--- src/rtl/ahb_gpio_irq.sv ---
// AHB-Lite zero-wait-state GPIO slave: per-port OUT/IN/IEN/ISTAT registers,
// synchronised inputs with change-detect interrupts (sticky, write-1-to-clear).
module ahb_gpio_irq #(
  parameter int          NPORT   = 2,
  parameter int          WIDTH   = 16,
  parameter logic [31:0] OUT_RST = 32'h0
) (
  input  logic                   HCLK,
  input  logic                   HRESETn,
  input  logic                   HSEL,
  input  logic                   HREADY,
  input  logic [31:0]            HADDR,
  input  logic [1:0]             HTRANS,
  input  logic                   HWRITE,
  input  logic [2:0]             HSIZE,
  input  logic [31:0]            HWDATA,
  output logic [31:0]            HRDATA,
  output logic                   HREADYOUT,
  input  logic [NPORT*WIDTH-1:0] gpio_in,
  output logic [NPORT*WIDTH-1:0] gpio_out,
  output logic [NPORT-1:0]       irq,
  output logic                   irq_any
);

  logic [NPORT-1:0][WIDTH-1:0] r_out, r_ien, r_istat, r_sync1, r_sync2, r_hist;
  logic [NPORT-1:0][WIDTH-1:0] w_chg, w_clr;
  logic                        r_valid, r_write;
  logic [6:0]                  r_addr;
  logic [1:0]                  r_size;
  logic [1:0]                  r_cnt;
  logic                        w_armed, w_wr;
  logic [3:0]                  w_be;
  logic [31:0]                 w_wmask;
  logic [WIDTH-1:0]            w_m, w_d, w_rword;
  logic                        w_unused;

  assign HREADYOUT = 1'b1;
  assign gpio_out  = r_out;
  assign irq_any   = |irq;
  assign w_armed   = (r_cnt == 2'd3);
  assign w_wr      = r_valid & r_write;
  assign w_m       = w_wmask[WIDTH-1:0];
  assign w_d       = HWDATA[WIDTH-1:0];
  assign w_unused  = &{1'b0, HADDR[31:7], HSIZE[2], HTRANS[0], HWDATA, w_wmask};

  // Byte-lane enables for the registered write; HSIZE > word treated as word
  always_comb begin
    w_be = 4'hF;
    case (r_size)
      2'd0:    w_be = 4'b0001 << r_addr[1:0];
      2'd1:    w_be = r_addr[1] ? 4'b1100 : 4'b0011;
      default: w_be = 4'hF;
    endcase
    w_wmask = {{8{w_be[3]}}, {8{w_be[2]}}, {8{w_be[1]}}, {8{w_be[0]}}};
  end

  always_comb begin
    w_chg = '0;
    w_clr = '0;
    irq   = '0;
    for (int p = 0; p < NPORT; p++) begin
      if (w_armed) w_chg[p] = r_sync2[p] ^ r_hist[p];
      if (w_wr && r_addr[6:4] == 3'(p) && r_addr[3:2] == 2'd3) w_clr[p] = w_d & w_m;
      irq[p] = |(r_istat[p] & r_ien[p]);
    end
  end

  always_comb begin
    w_rword = '0;
    HRDATA  = '0;
    if (r_valid && !r_write) begin
      for (int p = 0; p < NPORT; p++) begin
        if (r_addr[6:4] == 3'(p)) begin
          case (r_addr[3:2])
            2'd0:    w_rword = r_out[p];
            2'd1:    w_rword = r_sync2[p];
            2'd2:    w_rword = r_ien[p];
            default: w_rword = r_istat[p];
          endcase
        end
      end
    end
    HRDATA[WIDTH-1:0] = w_rword;
  end

  always_ff @(posedge HCLK or negedge HRESETn) begin
    if (!HRESETn) begin
      r_valid <= 1'b0;
      r_write <= 1'b0;
      r_addr  <= '0;
      r_size  <= '0;
      r_cnt   <= '0;
    end else begin
      r_valid <= HSEL & HREADY & HTRANS[1];
      r_write <= HWRITE;
      r_addr  <= HADDR[6:0];
      r_size  <= HSIZE[1:0];
      if (!w_armed) r_cnt <= r_cnt + 2'd1;
    end
  end

  // Set beats clear on ISTAT: a change in the clearing cycle survives
  always_ff @(posedge HCLK or negedge HRESETn) begin
    if (!HRESETn) begin
      r_out   <= {NPORT{OUT_RST[WIDTH-1:0]}};
      r_ien   <= '0;
      r_istat <= '0;
      r_sync1 <= '0;
      r_sync2 <= '0;
      r_hist  <= '0;
    end else begin
      r_sync1 <= gpio_in;
      r_sync2 <= r_sync1;
      r_hist  <= r_sync2;
      for (int p = 0; p < NPORT; p++) begin
        if (w_wr && r_addr[6:4] == 3'(p) && r_addr[3:2] == 2'd0)
          r_out[p] <= (r_out[p] & ~w_m) | (w_d & w_m);
        if (w_wr && r_addr[6:4] == 3'(p) && r_addr[3:2] == 2'd2)
          r_ien[p] <= (r_ien[p] & ~w_m) | (w_d & w_m);
        r_istat[p] <= (r_istat[p] & ~w_clr[p]) | w_chg[p];
      end
    end
  end

endmodule

--- config.mk ---
export PLATFORM = sky130hd
export DESIGN_NAME = ahb_gpio_irq
export DESIGN_NICKNAME = d
export VERILOG_FILES = /design/src/rtl/ahb_gpio_irq.sv
export SDC_FILE = /design/constraint.sdc
export NUM_CORES = 1
export LEC_CHECK = 0
export BUFFER_PORTS_ARGS = -buffer_cell sky130_fd_sc_hd__buf_4
export CAP_MARGIN = 20
export CORE_MARGIN = 1
export CORE_UTILIZATION = 58
export CTS_CLUSTER_SIZE = 25
export DETAILED_ROUTE_END_ITERATION = 8
export GPL_ROUTABILITY_DRIVEN = 0
export HOLD_SLACK_MARGIN = 0.02
export PLACE_DENSITY = 0.84
export REMOVE_ABC_BUFFERS = 1
export SETUP_SLACK_MARGIN = 0.3
export SLEW_MARGIN = 20
export SYNTH_ARGS = -nofsm -noshare
export SYNTH_HDL_FRONTEND = slang
export SYNTH_SLANG_ARGS = --single-unit
export TNS_END_PERCENT = 5
--- constraint.sdc ---
create_clock -name HCLK -period 3.7 [get_ports HCLK]
set_clock_uncertainty 0.05 [all_clocks]
set_input_delay 1.11 -clock HCLK [delete_from_list [all_inputs] [get_ports HCLK]]
set_output_delay 1.11 -clock HCLK [all_outputs]
set_load 0.02 [all_outputs]
==> After elaboration in Yosys (flattened, before gate mapping) <==
Cells that the tools add are included.
{ "totals": {"regBits": 205, "inputBits": 106, "word_cells": 75, "out_inout_bits": 68} }
{ "op_classes": {"bitwise": 23, "shifts": 1, "reduce_logical": 16, "muxes": 11, "n_eq_ne": 6, "n_addsub": 1} }
{ "ops": {"columns": ["cell", "count"], "rows": [
  ["$and 16x16->16", 9],
  ["$mux 16", 7],
  ["$or 16x16->16", 6],
  ["$pmux 16 s3", 2],
  ["$not 16->16", 3],
  ["$reduce_or 16->1", 2],
  ["$reduce_or 32->1", 1],
  ["$xor 16x16->16", 2],
  ["$logic_and 1x1->1", 9],
  ["$eq 2x2->1 const B", 3],
  ["$eq 2x1->1 const B", 2],
  ["$logic_not 2->1", 2],
  ["$pmux 2 s2", 1],
  ["$and 1x1->1", 3],
  ["$eq 3x1->1 const B", 1],
  ["$logic_not 3->1", 1],
  ["$add 2x1->2 const B", 1],
  ["$mux 2", 1],
  ["$shl 1x2->2 const A", 1],
  ["$logic_not 1->1", 1]
]} }

==> Depth between registers and ports, before layout <==
{ "depth": {"depth_word": 7, "ltp_mapped": 6, "depth_no_buf": 4} }

==> Worst setup path after synthesis <==
No wires, ideal clock.
{ "synth_timing": {"path_type": "register to output", "startpoint": "register r_addr[4]", "endpoint": "output port HRDATA[10]", "path_stages_with_launch": 6, "path_buffers": 2, "arrival_time_ps": 1820, "slack_ps": 720, "cell_sequence": "dfrtp_1 > or3_4 > or3b_1 > clkbuf_2 > buf_6 > o22ai_1"} }
{ "synth_via": {"elab_chain_len": 4} }
{ "synth_rtl": {"columns": ["item", "line", "text"], "rows": [
  ["start, declared", "28", "logic [6:0] r_addr;"],
  ["start signal, assigned", "96", "r_addr <= HADDR[6:0];"],
  ["$logic_not 3->1", "73", "if (r_addr[6:4] == 3'(p)) begin"],
  ["$mux 16", "73", null],
  ["$mux 16 (*)", "73", null],
  ["$mux 16 (*)", "71", "if (r_valid && !r_write) begin"],
  ["end, declared", "17", "output logic [31:0] HRDATA,"]
]} }
Mark *: on every way between the ends. The rest lies on a longest branch, timed or not.

==> Worst setup path in the final report <==
{ "layout_timing": {"startpoint": "register r_addr[5]", "endpoint": "output port HRDATA[2]"} }
The elaborated chain is that of the path after synthesis.

==> results.md <==
* Post-synth EDFFs at 0
* Maximum frequency from static timing analysis at 293 MHz
* Sequential share of the synthesized area at 62.7%
* Total Neg Setup Slack at 0 ns
* Post-route antenna net violation count at 0
* Outcome: completed
* Congestion Overflow GR at 0
* Cell at the root of the clock tree: sky130_fd_sc_hd__clkbuf_16
* Clock network power share at 40.8%
* Worst-case headroom to the max-slew limit at 49.7%
* Die Area at 0.0146 sq mm
* Top FF cell, synth: sky130_fd_sc_hd__dfrtp_1
* Count of hold buffers inserted by post-cts repair at 0
* Transition time at the pin with the least slew margin at 0.754 ns
* Area growth from synthesis to layout at 23.7%
* Antenna Cells at 0
* Kind of critical path: reg -> out
* Data arrival time of the worst path at 2.26 ns
* Total internal power at 3.68 mW
* Floorplan Core Area at 0.0138 sq mm
* Average wire length per cell after detail routing at 21.9 microns
* FP Rows at 43
* Netlist cell types at 33
* Synthesized area at 0.00818 sq mm
* Net count reported at finish at 771
* Die Span X at 121 microns
* Count of pins over their slew limit at 0
* Clock period minus final worst setup slack at 3.42 ns
* Final routed DRC violation total at 0
* Final wirelength at 18,700 microns
* Tightest Hold Check Type: reg -> reg
* GRT Total Usage at 26.3%
* CTS sink count at 205
* Worst voltage drop across the vdd grid at 0.409 mV
* Final Setup Violations at 0
* Wire length of the first global-routing pass at 28,900 microns
* Overall die height at 121 microns
* Areal power density over the cells at 471 mW/mm^2
* Largest net degree at the start of global routing at 81
* # Max-Cap Violations at 0
* Fraction of power consumed by sequential logic at 50.8%
* Routed via count divided by cell count at 5.94
* Proportion of register bits with asynchronous set or reset after synthesis at 100%
* Leakage power at 4.48 nW
* I/O Pins at 174
* Critical path capture point type: primary output
* Initial antenna violation count at 0
* Worst hold margin at 0.296 ns
* Kind of cell adding the most delay to the critical path: simple AND/OR/NAND/NOR gates
* Crit share post-route at 92.4%
* Setup repair after global routing missed its margin: true
* Final design area excluding fillers at 0.0101 sq mm
* Non-Filler Instances at 855
* CP Launch Type: flip-flop
* Cell Count Post-Placement at 818
* Initial Utilization at 59.2%
* Hpwl dp at 12,200 microns
* Ordered list of cells on the worst path: or3_4 -> or3b_4 -> clkbuf_16 -> o22ai_4 -> buf_6
* Switching power as a share of total power at 22.8%
* Mean area per synthesized cell at 15.3 sq um
* Share of power burned in combinational logic at 8.4%
* Critical path's slowest cell: sky130_fd_sc_hd__or3_4
* Detailed-route via count at 5,081
* Worst path required time at 2.54 ns
* Buffering stage count on the worst path with inverters included at 2
* Port buffer count at 113
* Utilization after layout at 73.2%
* FF+latch count, synth at 205
* Proportion of layout cells with a drive suffix above 1 at 41.3%
* H-tree levels at 1
* DRT Pass-1 Iters at 5
* CTS tree: built
* Number of warnings reported in the yosys synthesis log at 0
* Via count of the first global-routing pass at 5,357
* Initial DRC Count at 414
* Number of instances in the synthesized netlist at 535
* Largest fanout on the critical path at 8
* Post-detailed-placement cell area at 0.00920 sq mm
* Switching Power at 1.09 mW
* Hold Violations, Final at 0
* Latest clock arrival within the worst-skew pair at 0.48 ns
* Largest stage delay, worst path at 0.42 ns
* Clock edge transition at the registers on the reported setup and hold paths at 0.06 ns
* Clock buffers created by TritonCTS at 21
* Clock Tree Buf Depth at 3
[kinds of logic (layout without fill, tap and decap cells)]
kind of cell,after synthesis,in the layout,share of synthesized area [%]
flops,205,205,62.7
mux,97,97,17.8
buf+inv,69,194,4.42
compound gates,68,68,7.09
simple gates,60,60,4.27
xor+xnor,33,33,3.53
other cells,2,17,0.0918
fa+ha+maj,1,1,0.153
[layout make-up]
class	count	area, sq um
inverter	33	124
clock buffer	33	621
multi-input combinational	276	2920
timing repair buffer	127	1100
fill	842	3700
tap	180	225
clock inverter	1	5.00
sequential	205	5130
[stage by stage]
stage,power [mW],setup slack [ns]
CTS,4.78,0.274
finish,4.77,0.282
floorplan,2.63,0.310
global route,4.93,0.242
global placement,2.82,0.711
detailed placement,2.84,0.659
[metal layers]
layer | routed length, microns | GRT usage, % | part of all wire, %
met5 | 0 | 0 | 0
met4 | 575 | 9.18 | 3.1
met3 | 1120 | 4.86 | 6.0
met2 | 9510 | 44.0 | 51
met1 | 7520 | 34.7 | 40
[cells in the final DEF, fill, tap and decap left out, types with 5 or more instances in the layout]
| cell type | netlist | layout |
|---|---|---|
| sky130_fd_sc_hd__dfrtp_1 | 205 | 204 |
| sky130_fd_sc_hd__buf_4 | 18 | 108 |
| sky130_fd_sc_hd__mux2_2 | 65 | 65 |
| sky130_fd_sc_hd__inv_1 | 33 | 33 |
| sky130_fd_sc_hd__mux4_2 | 32 | 32 |
| sky130_fd_sc_hd__xor2_1 | 32 | 32 |
| sky130_fd_sc_hd__a22o_1 | 24 | 24 |
| sky130_fd_sc_hd__clkbuf_16 | 0 | 23 |
| sky130_fd_sc_hd__nand2_1 | 22 | 22 |
| sky130_fd_sc_hd__nor2b_1 | 17 | 17 |
| sky130_fd_sc_hd__conb_1 | 2 | 17 |
| sky130_fd_sc_hd__a221o_1 | 16 | 16 |
| sky130_fd_sc_hd__buf_6 | 3 | 11 |
| sky130_fd_sc_hd__o22ai_4 | 0 | 8 |
| sky130_fd_sc_hd__clkbuf_1 | 5 | 7 |
| sky130_fd_sc_hd__o22ai_2 | 0 | 6 |
| sky130_fd_sc_hd__a221oi_1 | 8 | 6 |
| sky130_fd_sc_hd__clkbuf_8 | 0 | 6 |
| sky130_fd_sc_hd__buf_12 | 0 | 5 |
[worst paths after layout]
kind	startpoint	cells after the start	endpoint	slack (ns)
hold reg to reg	r_sync1[13]	0	r_sync2[13]	0.30
setup reg to reg	r_addr[3]	4	r_istat[6]	1.45
hold / removal	r_sync1[13]	0	r_sync2[13]	0.30
min in group asynchronous	HRESETn	1	r_sync1[21]	0.62
setup / recovery	r_addr[5]	5	HRDATA[2]	0.28
max in group asynchronous	HRESETn	2	async pin	2.17
[cell usage after synthesis (8+ instances only)]
master,count,area (sq um)
sky130_fd_sc_hd__a221o_1,16,160
sky130_fd_sc_hd__a221oi_1,8,70.1
sky130_fd_sc_hd__a22o_1,24,210
sky130_fd_sc_hd__buf_2,9,45.0
sky130_fd_sc_hd__buf_4,18,135
sky130_fd_sc_hd__dfrtp_1,205,5130
sky130_fd_sc_hd__inv_1,33,124
sky130_fd_sc_hd__mux2_2,65,732
sky130_fd_sc_hd__mux4_2,32,721
sky130_fd_sc_hd__nand2_1,22,82.6
sky130_fd_sc_hd__nor2b_1,17,106
sky130_fd_sc_hd__o22ai_1,16,100
sky130_fd_sc_hd__xor2_1,32,280
[power groups by stage]
| stage | logic [mW] | registers [mW] | clock network [mW] |
|---|---|---|---|
| 3_3_place_gp | 0.365 | 2.45 | 0 |
| 6_report | 0.399 | 2.42 | 1.94 |
| 5_1_grt | 0.431 | 2.43 | 2.06 |
| 4_1_cts | 0.392 | 2.42 | 1.97 |
| 3_5_place_dp | 0.379 | 2.46 | 0 |
| 2_1_floorplan | 0.166 | 2.47 | 0 |
[repair_timing]
action,CTS,global route
pin swaps,0,9
endpoints found under the setup margin,17,17
cloned,0,2
resized for setup,23,22
setup buffers,1,0
[worst register-to-register path: cells and delay by family (launching register included)]
family	cells	cell delay, ns
AO/OA/AOI/OAI	1	0.51
buffers and inverters	1	0.30
flip-flops	1	0.53
AND/OR/NAND/NOR	2	0.73
(Power assumes the default switching activity.)
